<file path="src/rtl/mem_port_arbiter.sv">
// mem_port_arbiter: shares one single-ported memory between instruction fetch and load/store
//  Ports: clk, reset (sync, active-high)
//   IF side : if_req, if_addr -> if_rdata, if_ready (1-cycle pulse), stall_if
//   DM side : dm_read, dm_write, dm_addr, dm_wdata -> dm_rdata, dm_ready (1-cycle pulse), stall_dm
//   Memory  : mem_en, mem_we, mem_addr, mem_wdata (registered) <- mem_rdata
//  Optional: define ROUND_ROBIN_EN to alternate grants on IF/DM conflicts (default: DM wins).
module mem_port_arbiter #(
  parameter int ADDR_W      = 32,
  parameter int DATA_W      = 32,
  parameter int MEM_LATENCY = 2
) (
  input  logic              clk,
  input  logic              reset,
  input  logic              if_req,
  input  logic [ADDR_W-1:0] if_addr,
  output logic [DATA_W-1:0] if_rdata,
  output logic              if_ready,
  input  logic              dm_read,
  input  logic              dm_write,
  input  logic [ADDR_W-1:0] dm_addr,
  input  logic [DATA_W-1:0] dm_wdata,
  output logic [DATA_W-1:0] dm_rdata,
  output logic              dm_ready,
  output logic              stall_if,
  output logic              stall_dm,
  output logic              mem_en,
  output logic              mem_we,
  output logic [ADDR_W-1:0] mem_addr,
  output logic [DATA_W-1:0] mem_wdata,
  input  logic [DATA_W-1:0] mem_rdata
);
  localparam int CW = $clog2(MEM_LATENCY + 1);
  typedef enum logic [1:0] {IDLE, BUSY_IF, BUSY_DM} state_t;
  state_t            r_state, w_state;
  logic [CW-1:0]     r_cnt, w_cnt;
  logic              r_mem_en, w_mem_en, r_mem_we, w_mem_we;
  logic [ADDR_W-1:0] r_mem_addr, w_mem_addr;
  logic [DATA_W-1:0] r_mem_wdata, w_mem_wdata, r_if_rdata, w_if_rdata, r_dm_rdata, w_dm_rdata;
  logic              r_if_ready, w_if_ready, r_dm_ready, w_dm_ready;
  logic              w_dm_req, w_grant, w_pick_dm;
  assign w_dm_req = dm_read | dm_write;
  // the ready cycle belongs to the requester finishing, so no new sampling then
  assign w_grant  = ~r_if_ready & ~r_dm_ready & (w_dm_req | if_req);
`ifdef ROUND_ROBIN_EN
  logic r_last_dm, w_last_dm;
  assign w_pick_dm = w_dm_req & (~if_req | ~r_last_dm);
`else
  assign w_pick_dm = w_dm_req;
`endif
  always_comb begin
    w_state     = r_state;
    w_cnt       = r_cnt;
    w_mem_en    = r_mem_en;
    w_mem_we    = r_mem_we;
    w_mem_addr  = r_mem_addr;
    w_mem_wdata = r_mem_wdata;
    w_if_rdata  = r_if_rdata;
    w_dm_rdata  = r_dm_rdata;
    w_if_ready  = 1'b0;
    w_dm_ready  = 1'b0;
`ifdef ROUND_ROBIN_EN
    w_last_dm   = r_last_dm;
`endif
    if (r_state == IDLE) begin
      if (w_grant) begin
        w_state     = w_pick_dm ? BUSY_DM : BUSY_IF;
        w_mem_en    = 1'b1;
        w_mem_we    = w_pick_dm & dm_write;
        w_mem_addr  = w_pick_dm ? dm_addr : if_addr;
        w_mem_wdata = w_pick_dm ? dm_wdata : r_mem_wdata;
        w_cnt       = CW'(MEM_LATENCY - 1);
`ifdef ROUND_ROBIN_EN
        w_last_dm   = w_pick_dm;
`endif
      end
    end else if (r_cnt != '0) begin
      w_cnt = r_cnt - CW'(1);
    end else begin
      w_state    = IDLE;
      w_mem_en   = 1'b0;
      w_mem_we   = 1'b0;
      w_if_ready = r_state == BUSY_IF;
      w_dm_ready = r_state == BUSY_DM;
      w_if_rdata = r_state == BUSY_IF ? mem_rdata : r_if_rdata;
      // stores leave the last load data in place
      w_dm_rdata = (r_state == BUSY_DM && !r_mem_we) ? mem_rdata : r_dm_rdata;
    end
  end
  always_ff @(posedge clk) begin
    if (reset) begin
      r_state     <= IDLE;
      r_cnt       <= '0;
      r_mem_en    <= 1'b0;
      r_mem_we    <= 1'b0;
      r_mem_addr  <= '0;
      r_mem_wdata <= '0;
      r_if_rdata  <= '0;
      r_dm_rdata  <= '0;
      r_if_ready  <= 1'b0;
      r_dm_ready  <= 1'b0;
`ifdef ROUND_ROBIN_EN
      r_last_dm   <= 1'b0;
`endif
    end else begin
      r_state     <= w_state;
      r_cnt       <= w_cnt;
      r_mem_en    <= w_mem_en;
      r_mem_we    <= w_mem_we;
      r_mem_addr  <= w_mem_addr;
      r_mem_wdata <= w_mem_wdata;
      r_if_rdata  <= w_if_rdata;
      r_dm_rdata  <= w_dm_rdata;
      r_if_ready  <= w_if_ready;
      r_dm_ready  <= w_dm_ready;
`ifdef ROUND_ROBIN_EN
      r_last_dm   <= w_last_dm;
`endif
    end
  end
  assign if_rdata  = r_if_rdata;
  assign if_ready  = r_if_ready;
  assign dm_rdata  = r_dm_rdata;
  assign dm_ready  = r_dm_ready;
  assign mem_en    = r_mem_en;
  assign mem_we    = r_mem_we;
  assign mem_addr  = r_mem_addr;
  assign mem_wdata = r_mem_wdata;
  assign stall_if  = if_req & ~r_if_ready;
  assign stall_dm  = w_dm_req & ~r_dm_ready;
endmodule
</file>
<file path="config.mk">
export PLATFORM = sky130hd
export DESIGN_NAME = mem_port_arbiter
export DESIGN_NICKNAME = d
export VERILOG_FILES = /design/src/rtl/mem_port_arbiter.sv
export SDC_FILE = /design/constraint.sdc
export NUM_CORES = 1
export LEC_CHECK = 0
export ABC_AREA = 1
export ABC_CLOCK_PERIOD_IN_PS = 2680
export CAP_MARGIN = 25
export CORE_UTILIZATION = 43
export DETAILED_ROUTE_END_ITERATION = 8
export GPL_TIMING_DRIVEN = 0
export MAX_ROUTING_LAYER = met4
export PLACE_DENSITY = 0.85
export SETUP_SLACK_MARGIN = 0.5
export SYNTH_ARGS = -nofsm -noshare
export SYNTH_HDL_FRONTEND = slang
export SYNTH_SLANG_ARGS = --single-unit
</file>
<file path="constraint.sdc">
create_clock -name clk -period 2.68 [get_ports clk]
set_input_delay 0.268 -clock clk [delete_from_list [all_inputs] [get_ports clk]]
set_output_delay 0.268 -clock clk [all_outputs]
set_load 0.05 [all_outputs]
</file>
==> flow_summary.yaml, run 1 <==
cts:
  cts_buffers: 17
  cts_num_sinks: 136
  clkTransAtPathRegs_ps: 60
  root_buffer: "clkbuf_16"
  cts_buffer_depth: 2
  clk_latency_ps: 410
  cts_tree: "done"
  htreeDepth: 4
  cts_hold_buf: 0
final_layout:
  layout_common_cells: "clkdlybuf4s50_1, nor2_1, dfxtp_1"
  syn_to_final_growth_pct: 65.2
  stdcell_count: 1163
  nets: 1138
  drive_above_1_share_pct: 6.40
  final_common_cell: "clkdlybuf4s50_1"
  antennaDiodeCount: 0
synthesis:
  syn-num-nets: 851
  synth_area_leaders: "dfxtp_1, nor2_1, o21ai_0"
  synthDistinctLibCells: 20
  yosysWarnings: 0
  yosysTopAreaCell: "dfxtp_1"
  synth-seq-cells: 136
  syn_area_mm2: 0.00529
  synth_top_area_share_pct: 51.4
  seq_area_frac_synth_pct: 51.4
  syn_inst: 717
  avgSynthCellArea_um2: 7.38
placed_design:
  gp_congestion: 0.876
  port_buffers: 266
  dp_cells: 1130
  hpwl_um: 12900
pwr:
  swShare_pct: 35.0
  powerDensity_mw_per_mm2: 800
  seqPwrFrac_pct: 34.1
  power_frac_comb_pct: 32.4
  p_total_uw: 7000
  leakage_uw: 0.00342
  max-vdd-ir-drop_mv: 0.581
  p_switching_uw: 2450
  internal_power_uw: 4550
  power_frac_clock_pct: 33.4
critical_path:
  r2r-start: "r_cnt[0]$_SDFFE_PP0P_"
  critPathCaptureType: "output pin"
  path_class: "in -> out"
  cp_data_required_time_ps: 2410
  start_kind: "input port"
  arrival_ps: 1790
  crit_fanout: 2
  crit_start: "if_req"
detailed_routing:
  highest_layer: "met4"
  wl_met3_um: 1150
  wl_per_cell_um: 14.8
  drtPass1Iterations: 7
  wl_met1_um: 7200
  wl_met2_um: 8360
  drc: 2
  wirelength_um: 17200
  viasPerCell: 5.00
  drtIter0Drc: 344
  vias: 5812
  postRouteAntennaNets: 0
run_status:
  violations: "DRC"
  status: "finished, violations left"
timing:
  max_clock_freq_ghz: 0.486
  setup_viol: 0
  tns_ps: 0
  maxSlewHeadroom_pct: 62.3
  report.final.slew_viol_count: 0
  min_period_ps: 2060
  worstMarginPinSlew_ps: 563
  skew_ps: 7.36
  rsz0062_at_grt: "false"
  hold_violations: 0
  post-route-period-util_pct: 76.8
global_route:
  track_usage_pct: 28.4
  overflow: 0
  antenna_found_initial: 0
  grt_max_degree: 17
  grt_pass1_wl_um: 27400
  grt_pass1_vias: 5691
floorplan:
  initial_core_util_pct: 44.1
  die_h_um: 113
  rows: 40
  ioPinCount: 267
  dieArea_mm2: 0.0128
  fp.dieW_um: 113
  core-area_mm2: 0.0120
min_path:
  holdCritStartpoint: "dm_wdata[22]"
  worst_hold_path_type: "in -> reg"
flow_run:
  drv_cap: 0
[power groups by stage]
stage          clock network, uW  registers (uW)  logic, uW
3_3_place_gp                   0            2420       2250
2_1_floorplan                  0            3230        601
6_report                    2340            2390       2270
4_1_cts                     2380            2390       2280
5_1_grt                     2460            2410       2420
3_5_place_dp                   0            2430       2260
[state kept, by name, indices dropped and copies added (netlist names)]
name and cells:
r_state 2, mem_we 1, if_rdata 32, if_ready 1
mem_addr 32, mem_en 1, dm_rdata 32, r_cnt 2
dm_ready 1, mem_wdata 32
[metrics by stage]
stage / cell area [um2] / worst slack (ps) / hold slack [ps] / utilization, %
after floorplan: 5290 / 1210 / 403 / -
after global placement: 8140 / 211 / 447 / 67.8
after detailed placement: 8140 / 217 / 454 / 67.8
after CTS: 8730 / 506 / 421 / 72.7
after global routing: 8740 / 550 / 449 / 72.8
final: 8740 / 623 / 440 / 72.8
[repair_timing]
item / 4_1_cts / 5_1_grt
buffers inserted: 0 / 2
resized for setup: 1 / 2
pin swaps: 0 / 1
endpoints found under the setup margin: 1 / 1
[critical path, cell delays in order]
cell             delay, ps
clkdlybuf4s50_1        480
inv_1                   80
nor2_1                 100
clkdlybuf4s50_1        850
[synthesized netlist by cell type, drive strengths merged]
cell type  number
a21oi          69
buf            25
clkbuf         30
dfxtp         136
ha              1
inv            11
nand2         103
nand3          43
nor2          170
o21ai         128
or2             1
[path summary, 6_finish.rpt]
kind,to,slack (ps),cells after the start
worst max-delay path,stall_if,620,4
worst min-delay path,mem_wdata[22]$_SDFFE_PP0P_,440,3
worst max register to register,dm_rdata[28]$_SDFFE_PP0P_,850,9
worst min register to register,if_rdata[6]$_SDFFE_PP0P_,460,2
[per-layer routing]
layer	vias to the layer above	global-route usage (%)
met5	-	-
met4	0	12.0
met3	38	7.18
met2	228	47.9
met1	2612	32.2
li1	2934	-
[layout make-up]
| cell class | count | area [um2] |
|---|---|---|
| inverter | 11 | 41.3 |
| multi-input combinational | 515 | 2270 |
| tap | 147 | 184 |
| timing repair buffer | 268 | 2670 |
| clock buffer | 21 | 450 |
| fill | 939 | 3270 |
| buffer | 55 | 259 |
| clock inverter | 10 | 145 |
| sequential | 136 | 2720 |
[cells by family after synthesis]
| group | after synthesis | synth area share, % |
|---|---|---|
| DFF | 136 | 51.4 |
| AOI/OAI and AO/OA | 197 | 18.6 |
| buffers and inverters | 66 | 5.67 |
| adders and majority gates | 1 | 0.236 |
| and+or+nand+nor | 317 | 24.0 |
No activity file was read; power rests on OpenSTA's default activity.
==> run 2, diff against run 1 <==
--- a/config.mk
+++ b/config.mk
@@ -6,13 +6,13 @@
 export NUM_CORES = 1
 export LEC_CHECK = 0
 export ABC_AREA = 1
-export ABC_CLOCK_PERIOD_IN_PS = 2680
+export ABC_CLOCK_PERIOD_IN_PS = 1900
 export CAP_MARGIN = 25
-export CORE_UTILIZATION = 43
+export CORE_UTILIZATION = 40
 export DETAILED_ROUTE_END_ITERATION = 8
 export GPL_TIMING_DRIVEN = 0
 export MAX_ROUTING_LAYER = met4
-export PLACE_DENSITY = 0.85
+export PLACE_DENSITY = 0.8
 export SETUP_SLACK_MARGIN = 0.5
 export SYNTH_ARGS = -nofsm -noshare
 export SYNTH_HDL_FRONTEND = slang
==> constraint.sdc (replaced) <==
create_clock -name clk -period 1.9 [get_ports clk]
set_input_delay 0.19 -clock clk [delete_from_list [all_inputs] [get_ports clk]]
set_output_delay 0.19 -clock clk [all_outputs]
set_load 0.05 [all_outputs]
==> run 2 against run 1 <==
The run now ends clean. Clock-buffer cell count decreased by 2. Critical endpoint is now dm_rdata[15]$_SDFFE_PP0P_. Sequential power increased by 42%. Global-route usage down 0.18 points. Largest power group is now combinational logic.
==> flow_summary.yaml, run 2 (synthesized netlist as in run 1, its figures left out) <==
floorplan:
  initial_core_util_pct: 41.4
  rows: 41
  die_h_um: 117
  core-area_mm2: 0.0128
  ioPinCount: 267
  fp.dieW_um: 117
  dieArea_mm2: 0.0137
placed_design:
  place_area_mm2: 0.00818
  hpwl_um: 13000
  dp_cells: 1155
  gp_congestion: 0.919
  port_buffers: 266
detailed_routing:
  postRouteAntennaNets: 0
  drc: 0
  viasPerCell: 5.06
  wl_per_cell_um: 15.8
  wirelength_um: 19100
  drtPass1Iterations: 5
  vias: 6124
  drtIter0Drc: 397
global_route:
  grt_pass1_vias: 5933
  grt_pass1_wl_um: 28500
  track_usage_pct: 28.3
  grt_max_degree: 17
  overflow: 0
  antenna_found_initial: 0
timing:
  hold_violations: 0
  maxSlewHeadroom_pct: 50.3
  max_clock_freq_ghz: 0.656
  min_period_ps: 1520
  post-route-period-util_pct: 80.3
  rsz0062_at_grt: "true"
  setup_viol: 0
  worstMarginPinSlew_ps: 745
  skew_ps: 10.6
  tns_ps: 0
  report.final.slew_viol_count: 0
pwr:
  powerDensity_mw_per_mm2: 1060
  max-vdd-ir-drop_mv: 0.737
  leakage_uw: 0.00373
critical_path:
  cp_data_required_time_ps: 2220
  crit_fanout: 5
  path_class: "reg -> reg"
  start_kind: "flip-flop"
  arrival_ps: 1840
  critPathCaptureType: "flip-flop"
cts:
  cts_tree: "done"
  clkTransAtPathRegs_ps: 60
  clk_latency_ps: 420
  root_buffer: "clkbuf_16"
  htreeDepth: 4
  cts_buffers: 17
  cts_num_sinks: 136
  cts_buffer_depth: 2
final_layout:
  fin_area_mm2: 0.00950
  antennaDiodeCount: 0
  stdcell_count: 1210
  syn_to_final_growth_pct: 79.5
  drive_above_1_share_pct: 28.4
  final_common_cell: "nor2_1"
  layout_common_cells: "nor2_1, dfxtp_1, clkdlybuf4s15_2"
  nets: 1159
min_path:
  worst_hold_path_type: "in -> reg"
run_status:
  status: "finished clean"
flow_run:
  drv_cap: 0
## run 2: cell types whose count changed in the layout (fill, tap and decap cells not counted), moves of 9 or more
cell / previous run / this run
clkdlybuf4s50_1: 265 / 130
clkdlybuf4s15_2: 0 / 131
o21ai_0: 109 / 83
nor2_1: 167 / 148
clkbuf_1: 33 / 17
o21ai_2: 0 / 16
buf_6: 2 / 14
nor2_2: 2 / 14
buf_4: 6 / 15
## run 2: final timing paths
kind / depth (start not counted) / startpoint / to / slack, ps
max: 9 / r_cnt[0]$_SDFFE_PP0P_ / dm_rdata[15]$_SDFFE_PP0P_ / 380
min: 5 / dm_write / mem_addr[2]$_SDFFE_PP0P_ / 310
min reg2reg: 2 / if_rdata[26]$_SDFFE_PP0P_ / if_rdata[26]$_SDFFE_PP0P_ / 460
max reg2reg: 9 / r_cnt[0]$_SDFFE_PP0P_ / dm_rdata[15]$_SDFFE_PP0P_ / 380
## run 2: where the power goes
group | total, uW | switching [uW] | internal [uW]
logic | 3530 | 2260 | 1270
clock network | 3160 | 1280 | 1880
registers | 3390 | 194 | 3200
## run 2: critical path: stages, from the launching register on
cell	delay (ps)
dfxtp_2	320
inv_2	70
ha_4	120
buf_6	110
inv_4	40
nor2_4	140
nand3_4	210
buf_8	210
o21ai_2	150
nor2_2	50
## run 2: metrics by stage
stage / setup slack [ps] / total power [uW] / hold slack (ps) / utilization [%]
after floorplan: 517 / 5410 / 325 / -
after global placement: -453 / 6590 / 448 / 64.1
after detailed placement: -443 / 6620 / 455 / 64.1
after CTS: 397 / 9920 / 343 / 72.6
after global routing: 323 / 10500 / 353 / 74.4
final: 375 / 10100 / 306 / 74.4
## run 2: cell type report
type,count,area [um2]
clock buffer,19,453
timing repair buffer,288,3030
multi-input combinational,516,2510
tap,172,215
sequential,136,2730
fill,942,3280
clock inverter,13,121
buffer,55,372
inverter,11,56.3
## run 2: per-layer routing
metal,share of wire [%],global-route usage [%]
met5,0,-
met1,40,31.2
met3,6.4,6.64
met4,4.4,16.5
met2,49,46.7
## run 2: what timing repair did
item / CTS / global route
hold buffers: 0 / 0
buffers inserted: 13 / 3
pin swaps: 11 / 16
cloned: 6 / 1
endpoints found under the setup margin: 253 / 126
resized for setup: 496 / 86
==> run 3, diff against run 2 <==
--- a/config.mk
+++ b/config.mk
@@ -6,7 +6,7 @@
 export NUM_CORES = 1
 export LEC_CHECK = 0
 export ABC_AREA = 1
-export ABC_CLOCK_PERIOD_IN_PS = 1900
+export ABC_CLOCK_PERIOD_IN_PS = 1420
 export CAP_MARGIN = 25
 export CORE_UTILIZATION = 40
 export DETAILED_ROUTE_END_ITERATION = 8
==> constraint.sdc (replaced) <==
create_clock -name clk -period 1.42 [get_ports clk]
set_input_delay 0.142 -clock clk [delete_from_list [all_inputs] [get_ports clk]]
set_output_delay 0.142 -clock clk [all_outputs]
set_load 0.05 [all_outputs]
==> run 3 against run 2 <==
The run now ends with setup timing left. Core utilization up 13 points. Via count is 12% higher. Global-route usage rose by 1.7 points. Sequential power is 42% higher. Clock-buffer cell count up 1. Largest power group unchanged.
==> flow_summary.yaml, run 3 (synthesized netlist as in run 1, its figures left out) <==
run_status:
  status: "finished, violations left"
  violations: "setup timing"
critical_path:
  crit_chain: "inv_2, ha_4, buf_6, inv_4, nor2_4, nand3_4, inv_4, buf_6, nor2_1, nor2_1"
  crit_fanout: 10
  reg2reg_slack_ps: -180
  start_kind: "flip-flop"
  worstRegToRegCells: 10
  path_buf_inv: 5
  slowest_stage: "dfxtp_2"
  worst-path-stages: 10
  crit_family: "simple AND/OR/NAND/NOR gates"
  cp_data_required_time_ps: 1720
  crit_start: "r_cnt[1]$_SDFFE_PP0P_"
  critPathCaptureType: "flip-flop"
  slowest_delay_ps: 340
  r2r-start: "r_cnt[1]$_SDFFE_PP0P_"
  endpoint: "dm_rdata[3]$_SDFFE_PP0P_"
  reg2reg_to: "dm_rdata[3]$_SDFFE_PP0P_"
  arrival_ps: 1900
  path_class: "reg -> reg"
min_path:
  worst_hold_path_type: "in -> reg"
timing:
  layout_setup_ws_ps: -177
  max_clock_freq_ghz: 0.626
  worstMarginPinSlew_ps: 634
  skew_ps: 11.0
  maxSlewHeadroom_pct: 57.7
  tns_ps: -1570
  rsz0062_at_grt: "true"
  setup_viol: 55
  hold_violations: 0
  report.final.slew_viol_count: 0
  holdWs_ps: 332
  min_period_ps: 1600
  post-route-period-util_pct: 112
floorplan:
  core-area_mm2: 0.0128
  dieArea_mm2: 0.0137
  die_h_um: 117
  rows: 41
  fp.dieW_um: 117
  ioPinCount: 267
  initial_core_util_pct: 41.4
placed_design:
  gp_congestion: 0.824
  place_area_mm2: 0.00841
  hpwl_um: 13400
  port_buffers: 266
pwr:
  power_frac_comb_pct: 38.8
  power_frac_clock_pct: 31.0
  max-vdd-ir-drop_mv: 0.995
  leakage_uw: 0.00456
  internal_power_uw: 10300
  swShare_pct: 35.7
  seqPwrFrac_pct: 30.2
  p_total_uw: 15900
  powerDensity_mw_per_mm2: 1430
  p_switching_uw: 5690
global_route:
  grt_pass1_vias: 5960
  grt_max_degree: 17
  grt_pass1_wl_um: 29900
  track_usage_pct: 30.0
  overflow: 0
  antenna_found_initial: 0
detailed_routing:
  wl_per_cell_um: 20.2
  viasPerCell: 5.49
  postRouteAntennaNets: 0
  wirelength_um: 25200
  drtPass1Iterations: 7
  drtIter0Drc: 579
  vias: 6840
  drc: 0
cts:
  htreeDepth: 4
  cts_buffers: 17
  clkTransAtPathRegs_ps: 60
  cts_tree: "done"
  clk_latency_ps: 420
  root_buffer: "clkbuf_16"
  cts_buffer_depth: 2
  cts_hold_buf: 0
  cts_num_sinks: 136
flow_run:
  drv_cap: 0
final_layout:
  antennaDiodeCount: 0
  layout_common_cells: "clkdlybuf4s50_1, nor2_1, dfxtp_2"
  syn_to_final_growth_pct: 111
  drive_above_1_share_pct: 50.4
  fin_area_mm2: 0.0112
  nets: 1194
  nFillCells: 593
  final_common_cell: "clkdlybuf4s50_1"
run 3: cell types whose count changed in the layout (fill, tap and decap cells not counted), moves of 29 or more:
cell             previous run  this run
a21oi_1                    68        36
dfxtp_1                   131         3
nor2_4                      8        37
a21oi_2                     1        33
buf_8                       7       121
dfxtp_2                     4       125
clkdlybuf4s15_2           131         0
run 3: per-stage QoR:
stage | cells | setup slack, ps | util, %
after floorplan | 717 | 133 | -
after global placement | 1155 | -911 | 65.9
after detailed placement | 1155 | -898 | 65.9
after CTS | 1211 | 9.78 | 77.5
after global routing | 1245 | -250 | 87.3
final | 1245 | -177 | 87.3
run 3: worst min path at each step:
stage,start,endpoint,cells past startpoint
after floorplan,dm_wdata[23],mem_wdata[23]$_SDFFE_PP0P_,2
after global placement,dm_rdata[20]$_SDFFE_PP0P_,dm_rdata[20]$_SDFFE_PP0P_,2
after detailed placement,if_rdata[16]$_SDFFE_PP0P_,if_rdata[16]$_SDFFE_PP0P_,2
after CTS,dm_wdata[16],mem_wdata[16]$_SDFFE_PP0P_,3
after global routing,mem_rdata[22],if_rdata[22]$_SDFFE_PP0P_,3
final,dm_wdata[16],mem_wdata[16]$_SDFFE_PP0P_,3
run 3: power groups by stage:
stage	registers [uW]	clock network, uW	logic [uW]
2_1_floorplan	6110	0	1360
3_3_place_gp	4590	0	4490
3_5_place_dp	4600	0	4520
4_1_cts	4710	4890	5000
5_1_grt	4860	5110	6440
6_report	4820	4940	6190
run 3: what timing repair did:
action                                  4_1_cts  5_1_grt
setup buffers                                23       24
pin swaps                                     4       43
gates cloned                                  1       10
gates resized for setup                    1002      421
endpoints found under the setup margin      270      270
run 3: layout make-up:
type / instances / area (um2) / area share, %
repair buffers: 323 / 3870 / 34.7
multi-input cells: 516 / 2940 / 26.4
flip-flops and latches: 136 / 2910 / 26.1
plain buffers: 55 / 508 / 4.55
clock buffers: 20 / 457 / 4.09
well taps: 172 / 215 / 1.93
clock inverters: 12 / 195 / 1.75
inverters: 11 / 56.3 / 0.505
run 3: per-layer routing:
metal	track usage, %	vias up	part of all wire (%)
li1	-	3064	-
met1	32.9	3291	37
met2	49.9	364	50
met3	7.67	121	7.2
met4	16.1	0	6.1
met5	-	-	0
run 3: worst min-delay path: cells and delay by family:
kind,cells,cell delay (ps)
buffers and inverters,1,420
AND/OR/NAND/NOR,2,150
